**src/rtl/liteic_slave_node_read_qos_if.sv**
```systemverilog
// Crossbar-side and slave-side read channel bundle of one liteic slave node.
// The "slave" modport is the node's own view (it is the slave-side node of
// the crossbar); the "master" modport is the view of whatever drives it
// (crossbar matrix plus the attached AXI-lite slave).
interface liteic_slave_node_read_qos_if #(
  parameter int NUM_MST = 4,
  parameter int ADDR_W  = 32,
  parameter int DATA_W  = 32
);
  // crossbar request side (one lane per master slot, flattened)
  logic [NUM_MST*ADDR_W-1:0] cbar_reqst_data_i;
  logic [NUM_MST*4-1:0]      cbar_reqst_arqos_i;
  logic [NUM_MST-1:0]        cbar_reqst_val_i;
  logic [NUM_MST-1:0]        cbar_reqst_rdy_o;
  // crossbar response side
  logic [NUM_MST-1:0]        cbar_resp_rdy_i;
  logic [NUM_MST-1:0]        cbar_resp_val_o;
  logic [DATA_W+1:0]         cbar_resp_data_o;
  // AXI-lite slave port
  logic [ADDR_W-1:0]         slv_ar_addr_o;
  logic                      slv_ar_valid_o;
  logic                      slv_ar_ready_i;
  logic [DATA_W-1:0]         slv_r_data_i;
  logic [1:0]                slv_r_resp_i;
  logic                      slv_r_valid_i;
  logic                      slv_r_ready_o;

  modport slave (
    input  cbar_reqst_data_i, cbar_reqst_arqos_i, cbar_reqst_val_i,
    output cbar_reqst_rdy_o,
    input  cbar_resp_rdy_i,
    output cbar_resp_val_o, cbar_resp_data_o,
    output slv_ar_addr_o, slv_ar_valid_o,
    input  slv_ar_ready_i,
    input  slv_r_data_i, slv_r_resp_i, slv_r_valid_i,
    output slv_r_ready_o
  );

  modport master (
    output cbar_reqst_data_i, cbar_reqst_arqos_i, cbar_reqst_val_i,
    input  cbar_reqst_rdy_o,
    output cbar_resp_rdy_i,
    input  cbar_resp_val_o, cbar_resp_data_o,
    input  slv_ar_addr_o, slv_ar_valid_o,
    output slv_ar_ready_i,
    output slv_r_data_i, slv_r_resp_i, slv_r_valid_i,
    input  slv_r_ready_o
  );
endinterface

```
**src/rtl/liteic_slave_node_read_qos.sv**
```systemverilog
// liteic slave-side read node: QoS arbitration of crossbar AR requests onto
// one AXI-lite slave, in-order routing of R beats back through a grant FIFO.
// Optional QoS aging of stalled requesters is built when LITEIC_QOS_AGING_EN
// is defined; without it the effective QoS is the raw ARQOS.
module liteic_slave_node_read_qos #(
  parameter int                 NUM_MST         = 4,
  parameter int                 ADDR_W          = 32,
  parameter int                 DATA_W          = 32,
  parameter int                 MAX_OUTSTANDING = 4,
  parameter logic [NUM_MST-1:0] CONNECTIVITY    = '1,
  parameter int                 AGE_PERIOD      = 16
) (
  input  logic                                 clk_i,
  input  logic                                 rstn_i,
  liteic_slave_node_read_qos_if.slave          bus,
  output logic [$clog2(MAX_OUTSTANDING+1)-1:0] outstanding_o,
  output logic [4:0]                           grant_idx_o,
  output logic                                 r_orphan_o
);

  localparam int CNT_W = $clog2(MAX_OUTSTANDING+1);
  localparam int PTR_W = (MAX_OUTSTANDING > 1) ? $clog2(MAX_OUTSTANDING) : 1;
  localparam int SEL_W = (NUM_MST > 1) ? $clog2(NUM_MST) : 1;

  // registered state
  logic [CNT_W-1:0] r_count;
  logic [PTR_W-1:0] r_wr_ptr;
  logic [PTR_W-1:0] r_rd_ptr;
  logic [SEL_W-1:0] r_fifo [MAX_OUTSTANDING];
  logic [SEL_W-1:0] r_rr_ptr;
  logic             r_lock;
  logic [SEL_W-1:0] r_lock_idx;
  logic [SEL_W-1:0] r_grant_idx;
  logic             r_orphan;

  // combinational signals
  logic [NUM_MST-1:0]      w_elig;
  logic [NUM_MST-1:0][3:0] w_eff_qos;
  logic                    w_any;
  logic                    w_full;
  logic                    w_empty;
  logic                    w_arb_found;
  logic [SEL_W-1:0]        w_arb_idx;
  logic [3:0]              w_arb_qos;
  logic                    w_lock_live;
  logic [SEL_W-1:0]        w_grant;
  logic                    w_ar_valid;
  logic                    w_ar_hs;
  logic [SEL_W-1:0]        w_head;
  logic                    w_r_ready;
  logic                    w_r_hs;

  assign w_elig  = bus.cbar_reqst_val_i & CONNECTIVITY;
  assign w_any   = |w_elig;
  assign w_full  = (r_count == CNT_W'(MAX_OUTSTANDING));
  assign w_empty = (r_count == '0);

`ifdef LITEIC_QOS_AGING_EN
  localparam int AGE_W = (AGE_PERIOD > 1) ? $clog2(AGE_PERIOD+1) : 1;

  for (genvar gi = 0; gi < NUM_MST; gi++) begin : g_age
    logic [AGE_W-1:0] r_stall;
    logic [3:0]       r_bonus;
    logic [4:0]       w_sum;

    assign w_sum         = {1'b0, bus.cbar_reqst_arqos_i[gi*4 +: 4]} + {1'b0, r_bonus};
    assign w_eff_qos[gi] = w_sum[4] ? 4'hF : w_sum[3:0];

    // Count stall cycles while waiting; each full period buys one QoS step.
    always_ff @(posedge clk_i or negedge rstn_i) begin
      if (!rstn_i) begin
        r_stall <= '0;
        r_bonus <= '0;
      end else if (!w_elig[gi] || (w_ar_hs && (w_grant == SEL_W'(gi)))) begin
        r_stall <= '0;
        r_bonus <= '0;
      end else if (r_stall == AGE_W'(AGE_PERIOD-1)) begin
        r_stall <= '0;
        if (r_bonus != 4'hF) r_bonus <= r_bonus + 1'b1;
      end else begin
        r_stall <= r_stall + 1'b1;
      end
    end
  end
`else
  for (genvar gi = 0; gi < NUM_MST; gi++) begin : g_qos
    assign w_eff_qos[gi] = bus.cbar_reqst_arqos_i[gi*4 +: 4];
  end
`endif

  // Highest effective QoS wins; strict '>' while scanning from rr_ptr keeps
  // the first tied slot in round-robin order.
  always_comb begin : p_arb
    int v_pos;
    v_pos       = 0;
    w_arb_found = 1'b0;
    w_arb_idx   = '0;
    w_arb_qos   = '0;
    for (int k = 0; k < NUM_MST; k++) begin
      v_pos = int'(r_rr_ptr) + k;
      if (v_pos >= NUM_MST) v_pos = v_pos - NUM_MST;
      if (w_elig[SEL_W'(v_pos)] && (!w_arb_found || (w_eff_qos[SEL_W'(v_pos)] > w_arb_qos))) begin
        w_arb_found = 1'b1;
        w_arb_idx   = SEL_W'(v_pos);
        w_arb_qos   = w_eff_qos[SEL_W'(v_pos)];
      end
    end
  end

  // A stalled grant is held so the slave sees a stable address; the lock
  // only yields if the locked requester withdraws.
  assign w_lock_live = r_lock & w_elig[r_lock_idx];
  assign w_grant     = w_lock_live ? r_lock_idx : w_arb_idx;
  assign w_ar_valid  = w_any & ~w_full;
  assign w_ar_hs     = w_ar_valid & bus.slv_ar_ready_i;

  assign bus.slv_ar_valid_o = w_ar_valid;
  assign bus.slv_ar_addr_o  = bus.cbar_reqst_data_i[w_grant*ADDR_W +: ADDR_W];

  // R routing follows the oldest outstanding grant.
  assign w_head    = r_fifo[r_rd_ptr];
  assign w_r_ready = ~w_empty & bus.cbar_resp_rdy_i[w_head];
  assign w_r_hs    = bus.slv_r_valid_i & w_r_ready;

  assign bus.slv_r_ready_o    = w_r_ready;
  assign bus.cbar_resp_data_o = {bus.slv_r_data_i, bus.slv_r_resp_i};

  for (genvar gi = 0; gi < NUM_MST; gi++) begin : g_lane
    assign bus.cbar_reqst_rdy_o[gi] = CONNECTIVITY[gi] & w_ar_hs & (w_grant == SEL_W'(gi));
    assign bus.cbar_resp_val_o[gi]  = CONNECTIVITY[gi] & bus.slv_r_valid_i & ~w_empty
                                      & (w_head == SEL_W'(gi));
  end

  // Grant FIFO storage; entries beyond the count are never read.
  always_ff @(posedge clk_i) begin
    if (w_ar_hs) r_fifo[r_wr_ptr] <= w_grant;
  end

  // FIFO pointers and in-flight count; reset flushes all in-flight reads.
  always_ff @(posedge clk_i or negedge rstn_i) begin
    if (!rstn_i) begin
      r_wr_ptr <= '0;
      r_rd_ptr <= '0;
      r_count  <= '0;
    end else begin
      if (w_ar_hs)
        r_wr_ptr <= (r_wr_ptr == PTR_W'(MAX_OUTSTANDING-1)) ? '0 : r_wr_ptr + 1'b1;
      if (w_r_hs)
        r_rd_ptr <= (r_rd_ptr == PTR_W'(MAX_OUTSTANDING-1)) ? '0 : r_rd_ptr + 1'b1;
      case ({w_ar_hs, w_r_hs})
        2'b10:   r_count <= r_count + 1'b1;
        2'b01:   r_count <= r_count - 1'b1;
        default: r_count <= r_count;
      endcase
    end
  end

  // Round-robin pointer, grant lock and last-grant index.
  always_ff @(posedge clk_i or negedge rstn_i) begin
    if (!rstn_i) begin
      r_rr_ptr    <= '0;
      r_lock      <= 1'b0;
      r_lock_idx  <= '0;
      r_grant_idx <= '0;
    end else if (w_ar_hs) begin
      r_rr_ptr    <= (w_grant == SEL_W'(NUM_MST-1)) ? '0 : w_grant + 1'b1;
      r_grant_idx <= w_grant;
      r_lock      <= 1'b0;
    end else if (w_ar_valid) begin
      r_lock      <= 1'b1;
      r_lock_idx  <= w_grant;
    end else begin
      r_lock      <= 1'b0;
    end
  end

  // Sticky flag for a slave R beat arriving with nothing outstanding.
  always_ff @(posedge clk_i or negedge rstn_i) begin
    if (!rstn_i) r_orphan <= 1'b0;
    else if (bus.slv_r_valid_i && w_empty) r_orphan <= 1'b1;
  end

  assign outstanding_o = r_count;
  assign grant_idx_o   = 5'(r_grant_idx);
  assign r_orphan_o    = r_orphan;

endmodule

```
**src/flat_wrapper.sv**
```systemverilog
// flat-port wrapper written by rule: the top's interface ports become plain ports
module liteic_slave_node_read_qos_flat 
#(
  parameter int                 NUM_MST         = 4,
  parameter int                 ADDR_W          = 32,
  parameter int                 DATA_W          = 32,
  parameter int                 MAX_OUTSTANDING = 4,
  parameter logic [NUM_MST-1:0] CONNECTIVITY    = '1,
  parameter int                 AGE_PERIOD      = 16
)
  (clk_i, rstn_i, outstanding_o, grant_idx_o, r_orphan_o, bus_cbar_reqst_data_i, bus_cbar_reqst_arqos_i, bus_cbar_reqst_val_i, bus_cbar_reqst_rdy_o, bus_cbar_resp_rdy_i, bus_cbar_resp_val_o, bus_cbar_resp_data_o, bus_slv_ar_addr_o, bus_slv_ar_valid_o, bus_slv_ar_ready_i, bus_slv_r_data_i, bus_slv_r_resp_i, bus_slv_r_valid_i, bus_slv_r_ready_o);
  liteic_slave_node_read_qos_if #(.NUM_MST(NUM_MST), .ADDR_W(ADDR_W), .DATA_W(DATA_W)) bus_i ();
  input  logic clk_i;
  input  logic rstn_i;
  output logic [$clog2(MAX_OUTSTANDING+1)-1:0] outstanding_o;
  output logic [4:0] grant_idx_o;
  output logic r_orphan_o;
  input wire logic [$bits(bus_i.cbar_reqst_data_i)-1:0] bus_cbar_reqst_data_i;
  input wire logic [$bits(bus_i.cbar_reqst_arqos_i)-1:0] bus_cbar_reqst_arqos_i;
  input wire logic [$bits(bus_i.cbar_reqst_val_i)-1:0] bus_cbar_reqst_val_i;
  output wire logic [$bits(bus_i.cbar_reqst_rdy_o)-1:0] bus_cbar_reqst_rdy_o;
  input wire logic [$bits(bus_i.cbar_resp_rdy_i)-1:0] bus_cbar_resp_rdy_i;
  output wire logic [$bits(bus_i.cbar_resp_val_o)-1:0] bus_cbar_resp_val_o;
  output wire logic [$bits(bus_i.cbar_resp_data_o)-1:0] bus_cbar_resp_data_o;
  output wire logic [$bits(bus_i.slv_ar_addr_o)-1:0] bus_slv_ar_addr_o;
  output wire logic [$bits(bus_i.slv_ar_valid_o)-1:0] bus_slv_ar_valid_o;
  input wire logic [$bits(bus_i.slv_ar_ready_i)-1:0] bus_slv_ar_ready_i;
  input wire logic [$bits(bus_i.slv_r_data_i)-1:0] bus_slv_r_data_i;
  input wire logic [$bits(bus_i.slv_r_resp_i)-1:0] bus_slv_r_resp_i;
  input wire logic [$bits(bus_i.slv_r_valid_i)-1:0] bus_slv_r_valid_i;
  output wire logic [$bits(bus_i.slv_r_ready_o)-1:0] bus_slv_r_ready_o;
  assign bus_i.cbar_reqst_data_i = bus_cbar_reqst_data_i;
  assign bus_i.cbar_reqst_arqos_i = bus_cbar_reqst_arqos_i;
  assign bus_i.cbar_reqst_val_i = bus_cbar_reqst_val_i;
  assign bus_cbar_reqst_rdy_o = bus_i.cbar_reqst_rdy_o;
  assign bus_i.cbar_resp_rdy_i = bus_cbar_resp_rdy_i;
  assign bus_cbar_resp_val_o = bus_i.cbar_resp_val_o;
  assign bus_cbar_resp_data_o = bus_i.cbar_resp_data_o;
  assign bus_slv_ar_addr_o = bus_i.slv_ar_addr_o;
  assign bus_slv_ar_valid_o = bus_i.slv_ar_valid_o;
  assign bus_i.slv_ar_ready_i = bus_slv_ar_ready_i;
  assign bus_i.slv_r_data_i = bus_slv_r_data_i;
  assign bus_i.slv_r_resp_i = bus_slv_r_resp_i;
  assign bus_i.slv_r_valid_i = bus_slv_r_valid_i;
  assign bus_slv_r_ready_o = bus_i.slv_r_ready_o;
  liteic_slave_node_read_qos #(.NUM_MST(NUM_MST), .ADDR_W(ADDR_W), .DATA_W(DATA_W), .MAX_OUTSTANDING(MAX_OUTSTANDING), .CONNECTIVITY(CONNECTIVITY), .AGE_PERIOD(AGE_PERIOD)) u_core (.clk_i(clk_i), .rstn_i(rstn_i), .bus(bus_i), .outstanding_o(outstanding_o), .grant_idx_o(grant_idx_o), .r_orphan_o(r_orphan_o));
endmodule
```
**config.mk**
```make
export PLATFORM = sky130hd
export DESIGN_NAME = liteic_slave_node_read_qos_flat
export DESIGN_NICKNAME = d
export VERILOG_FILES = /design/src/rtl/liteic_slave_node_read_qos_if.sv /design/src/rtl/liteic_slave_node_read_qos.sv /design/src/flat_wrapper.sv
export SDC_FILE = /design/constraint.sdc
export NUM_CORES = 1
export LEC_CHECK = 0
export CORE_ASPECT_RATIO = 1.75
export CORE_MARGIN = 2
export CORE_UTILIZATION = 32
export CTS_BUF_LIST = sky130_fd_sc_hd__clkbuf_4 sky130_fd_sc_hd__clkbuf_8
export DETAILED_ROUTE_END_ITERATION = 16
export PLACE_DENSITY = 0.77
export SLEW_MARGIN = 20
export SYNTH_ARGS = -nofsm -noshare
export SYNTH_HDL_FRONTEND = slang
export SYNTH_SLANG_ARGS = --single-unit
```
**constraint.sdc**
```tcl
create_clock -name clk_i -period 8.3 [get_ports clk_i]
set_input_delay 1.66 -clock clk_i [delete_from_list [all_inputs] [get_ports clk_i]]
set_output_delay 1.66 -clock clk_i [all_outputs]
set_load 0.01 [all_outputs]
```
==> summary.txt <==
Setup path
  – Critical path type: in2out
  – Worst EP required: 6.64 ns
  – Critical path arrival: 6.69 ns
  – CP max-delay cell: ha_1
  – Flop2flop setup slack: 2.19 ns
  – CP Launch Type: input port
  – Worst-path maximum fanout: 8
  – Crit path buf inv count: 6
  – Crit-path max cell delay: 0.28 ns
  – Crit-path leading delay family: compound AO/OA/AOI/OAI gates
  – Setup crit end kind: output pin

Routing
  – Drt total wl: 16000 um
  – Pre-antenna DRT Iters: 4
  – 1st-iter DRT viols: 277
  – Residual DRC: 0
  – Via count: 3905
  – Vias per inst: 5.22
  – Top Layer Used: met4
  – Final ANT Viol Nets: 0
  – Met3 wire length: 1630 um
  – DRT met1 WL: 5590 um
  – Metal2 WL: 8470 um
  – Post-detailed-route wirelength per cell: 21.4 um

Global route
  – Initial antenna violation count: 0
  – Vias in the first global route: 4074
  – All-Layer GR Usage: 0.254
  – First-pass GRT wire length: 23100 um
  – Grt total ovfl: 0
  – Largest net degree at the start of global routing: 17

Placement
  – PortBufs: 203
  – DP HPWL: 12800 um
  – Routability congestion estimate: 0.940

Floorplan
  – Die X: 83.9 um
  – CORE AREA: 0.0110 mm2
  – Io pins: 275
  – Die Height: 144 um
  – Die ar.: 0.0121 mm2
  – Site Rows: 51
  – Initial core utilization: 0.324

CTS
  – CTS sink count: 23
  – # hold bufs at CTS: 0
  – # H-tree levels: 1
  – TritonCTS clock tree: yes
  – Clock latency on the worst-skew pair: 0.28 ns
  – Clk slew on worst S/H paths: 0.08 ns
  – Clk buf depth: 2
  – Clock Tree Root: clkbuf_8
  – Cts bufs inserted: 3

STA
  – Slew Viols, Final: 0
  – Slew Limit Headroom: 0.358
  – Max Freq: 120 MHz
  – Final worst-path cycle share: 1.01
  – Final hold slack: 0.469 ns
  – Total negative slack: -0.263 ns
  – Final Hold Viols: 0
  – RSZ-0062 raised after global routing: true
  – Post-route worst setup slack: -0.0526 ns
  – Final Skew: 0.00626 ns
  – Final min period: 8.35 ns
  – Final setup viols: 12
  – Worst-Margin Slew: 0.958 ns

Finish
  – Most frequent cells in the layout: clkdlybuf4s50_1, mux2i_1, buf_4, buf_2
  – Diodes inserted: 0
  – Total Nets Final: 830
  – Most common cell after layout, fill and taps aside: clkdlybuf4s50_1
  – Syn-to-layout area delta: 86.9%
  – Layout cells sized above 1: 0.391

Logic synthesis
  – Top FF cell, synth: dfrtp_1
  – Mapped cell area: 0.00358 mm2
  – Yosys reg bits: 23
  – Register area share after synthesis: 0.172
  – Yosys cell types: 54
  – Post-synth EDFFs: 8
  – Syn_area_per_cell: 9.44 um2
  – Synthesized instance count: 379
  – Ys Warns: 0
  – Asr flop ratio synth: 0.652

Run status
  – Violated checks: negative setup slack
  – Status: finished, violations left

Min path
  – Min-delay worst type: reg2reg

Flow run
  – MaxCap Viol Count: 0
==> area by class of cell <==
class / count / area (um2)
fillers: 931 / 4350
clock inverters: 1 / 5.00
flip-flops and latches: 23 / 616
repair buffers: 288 / 2810
clock buffers: 3 / 41.3
inverters: 17 / 66.3
multi-input cells: 284 / 2980
well taps: 132 / 165
==> kinds of logic (layout without fill, tap and decap cells) <==
family | after synthesis | after routing | share of synthesized area
muxes | 125 | 125 | 0.397
and+or+nand+nor | 74 | 74 | 0.0993
buffers and inverters | 74 | 309 | 0.139
AOI/OAI and AO/OA | 56 | 56 | 0.102
adders and majority gates | 23 | 23 | 0.0825
DFF | 23 | 23 | 0.172
xor gates and xnor gates | 3 | 3 | 0.00734
other | 1 | 3 | 0.00105
==> cell usage after synthesis, types with 4 or more instances <==
cell | number | share of area
and3_1 | 9 | 0.016
o21a_1 | 4 | 0.0084
edfxtp_1 | 8 | 0.067
nand2_1 | 26 | 0.027
mux2_2 | 5 | 0.016
inv_1 | 14 | 0.015
mux2i_1 | 106 | 0.30
ha_1 | 22 | 0.077
nor2_1 | 16 | 0.017
mux4_2 | 12 | 0.076
o21ai_0 | 16 | 0.022
dfrtp_1 | 15 | 0.10
nor2b_1 | 5 | 0.0087
a21oi_1 | 15 | 0.021
buf_4 | 46 | 0.097
==> worst reg2reg max path: cells and delay by family, from the launching register on <==
kind,cells,cell delay [ns]
AO/OA/AOI/OAI,13,2.25
adder cells (fa/ha/maj),4,0.89
buffers and inverters,8,1.17
flip-flops,1,0.56
multiplexers,2,0.63
AND/OR/NAND/NOR,5,0.53
==> registers in the layout, summed over array words and instances, names as in the netlist <==
signal,cells
u_core.r_rd_ptr,2
u_core.outstanding_o,3
u_core.r_orphan_o,1
u_core.r_lock_idx,2
u_core.r_fifo,8
u_core.r_wr_ptr,2
u_core.r_rr_ptr,2
u_core.r_grant_idx,2
u_core.r_lock,1
==> worst paths after layout <==
check,from,endpoint,cells past startpoint
hold / removal,u_core.r_orphan_o,u_core.r_orphan_o,1
min in group asynchronous,rstn_i,u_core.r_wr_ptr[1],1
hold reg to reg,u_core.r_orphan_o,u_core.r_orphan_o,1
setup reg to reg,u_core.r_rr_ptr[0],u_core.r_rr_ptr[0],32
setup / recovery,bus_cbar_reqst_val_i[1],bus_slv_ar_addr_o[26],32
max in group asynchronous,rstn_i,u_core.r_rd_ptr[1],1
==> through the flow <==
| step | util | std cells | instance area [um2] | setup slack (ns) |
|---|---|---|---|---|
| finish | 0.606 | 748 | 6690 | -0.0526 |
| floorplan | - | 381 | 3590 | 0.282 |
| detailed placement | 0.525 | 713 | 5790 | -1.23 |
| global placement | 0.525 | 713 | 5790 | -1.05 |
| global route | 0.606 | 748 | 6690 | -0.253 |
| CTS | 0.573 | 741 | 6320 | -0.141 |
==> repair_timing <==
item | in CTS | in global routing
pin swaps | 26 | 27
endpoints found under the setup margin | 36 | 36
buffers inserted | 20 | 9
gates resized for setup | 314 | 71
gates cloned | 6 | 2
==> per-layer routing <==
metal	up-vias	global-route usage
met3	19	0.0724
met1	1832	0.275
met5	-	0
met4	0	0.0671
met2	237	0.478
li1	1817	-
Power is not shown: default switching activity piles up to over one toggle a cycle in this logic, so the estimate is an artifact.
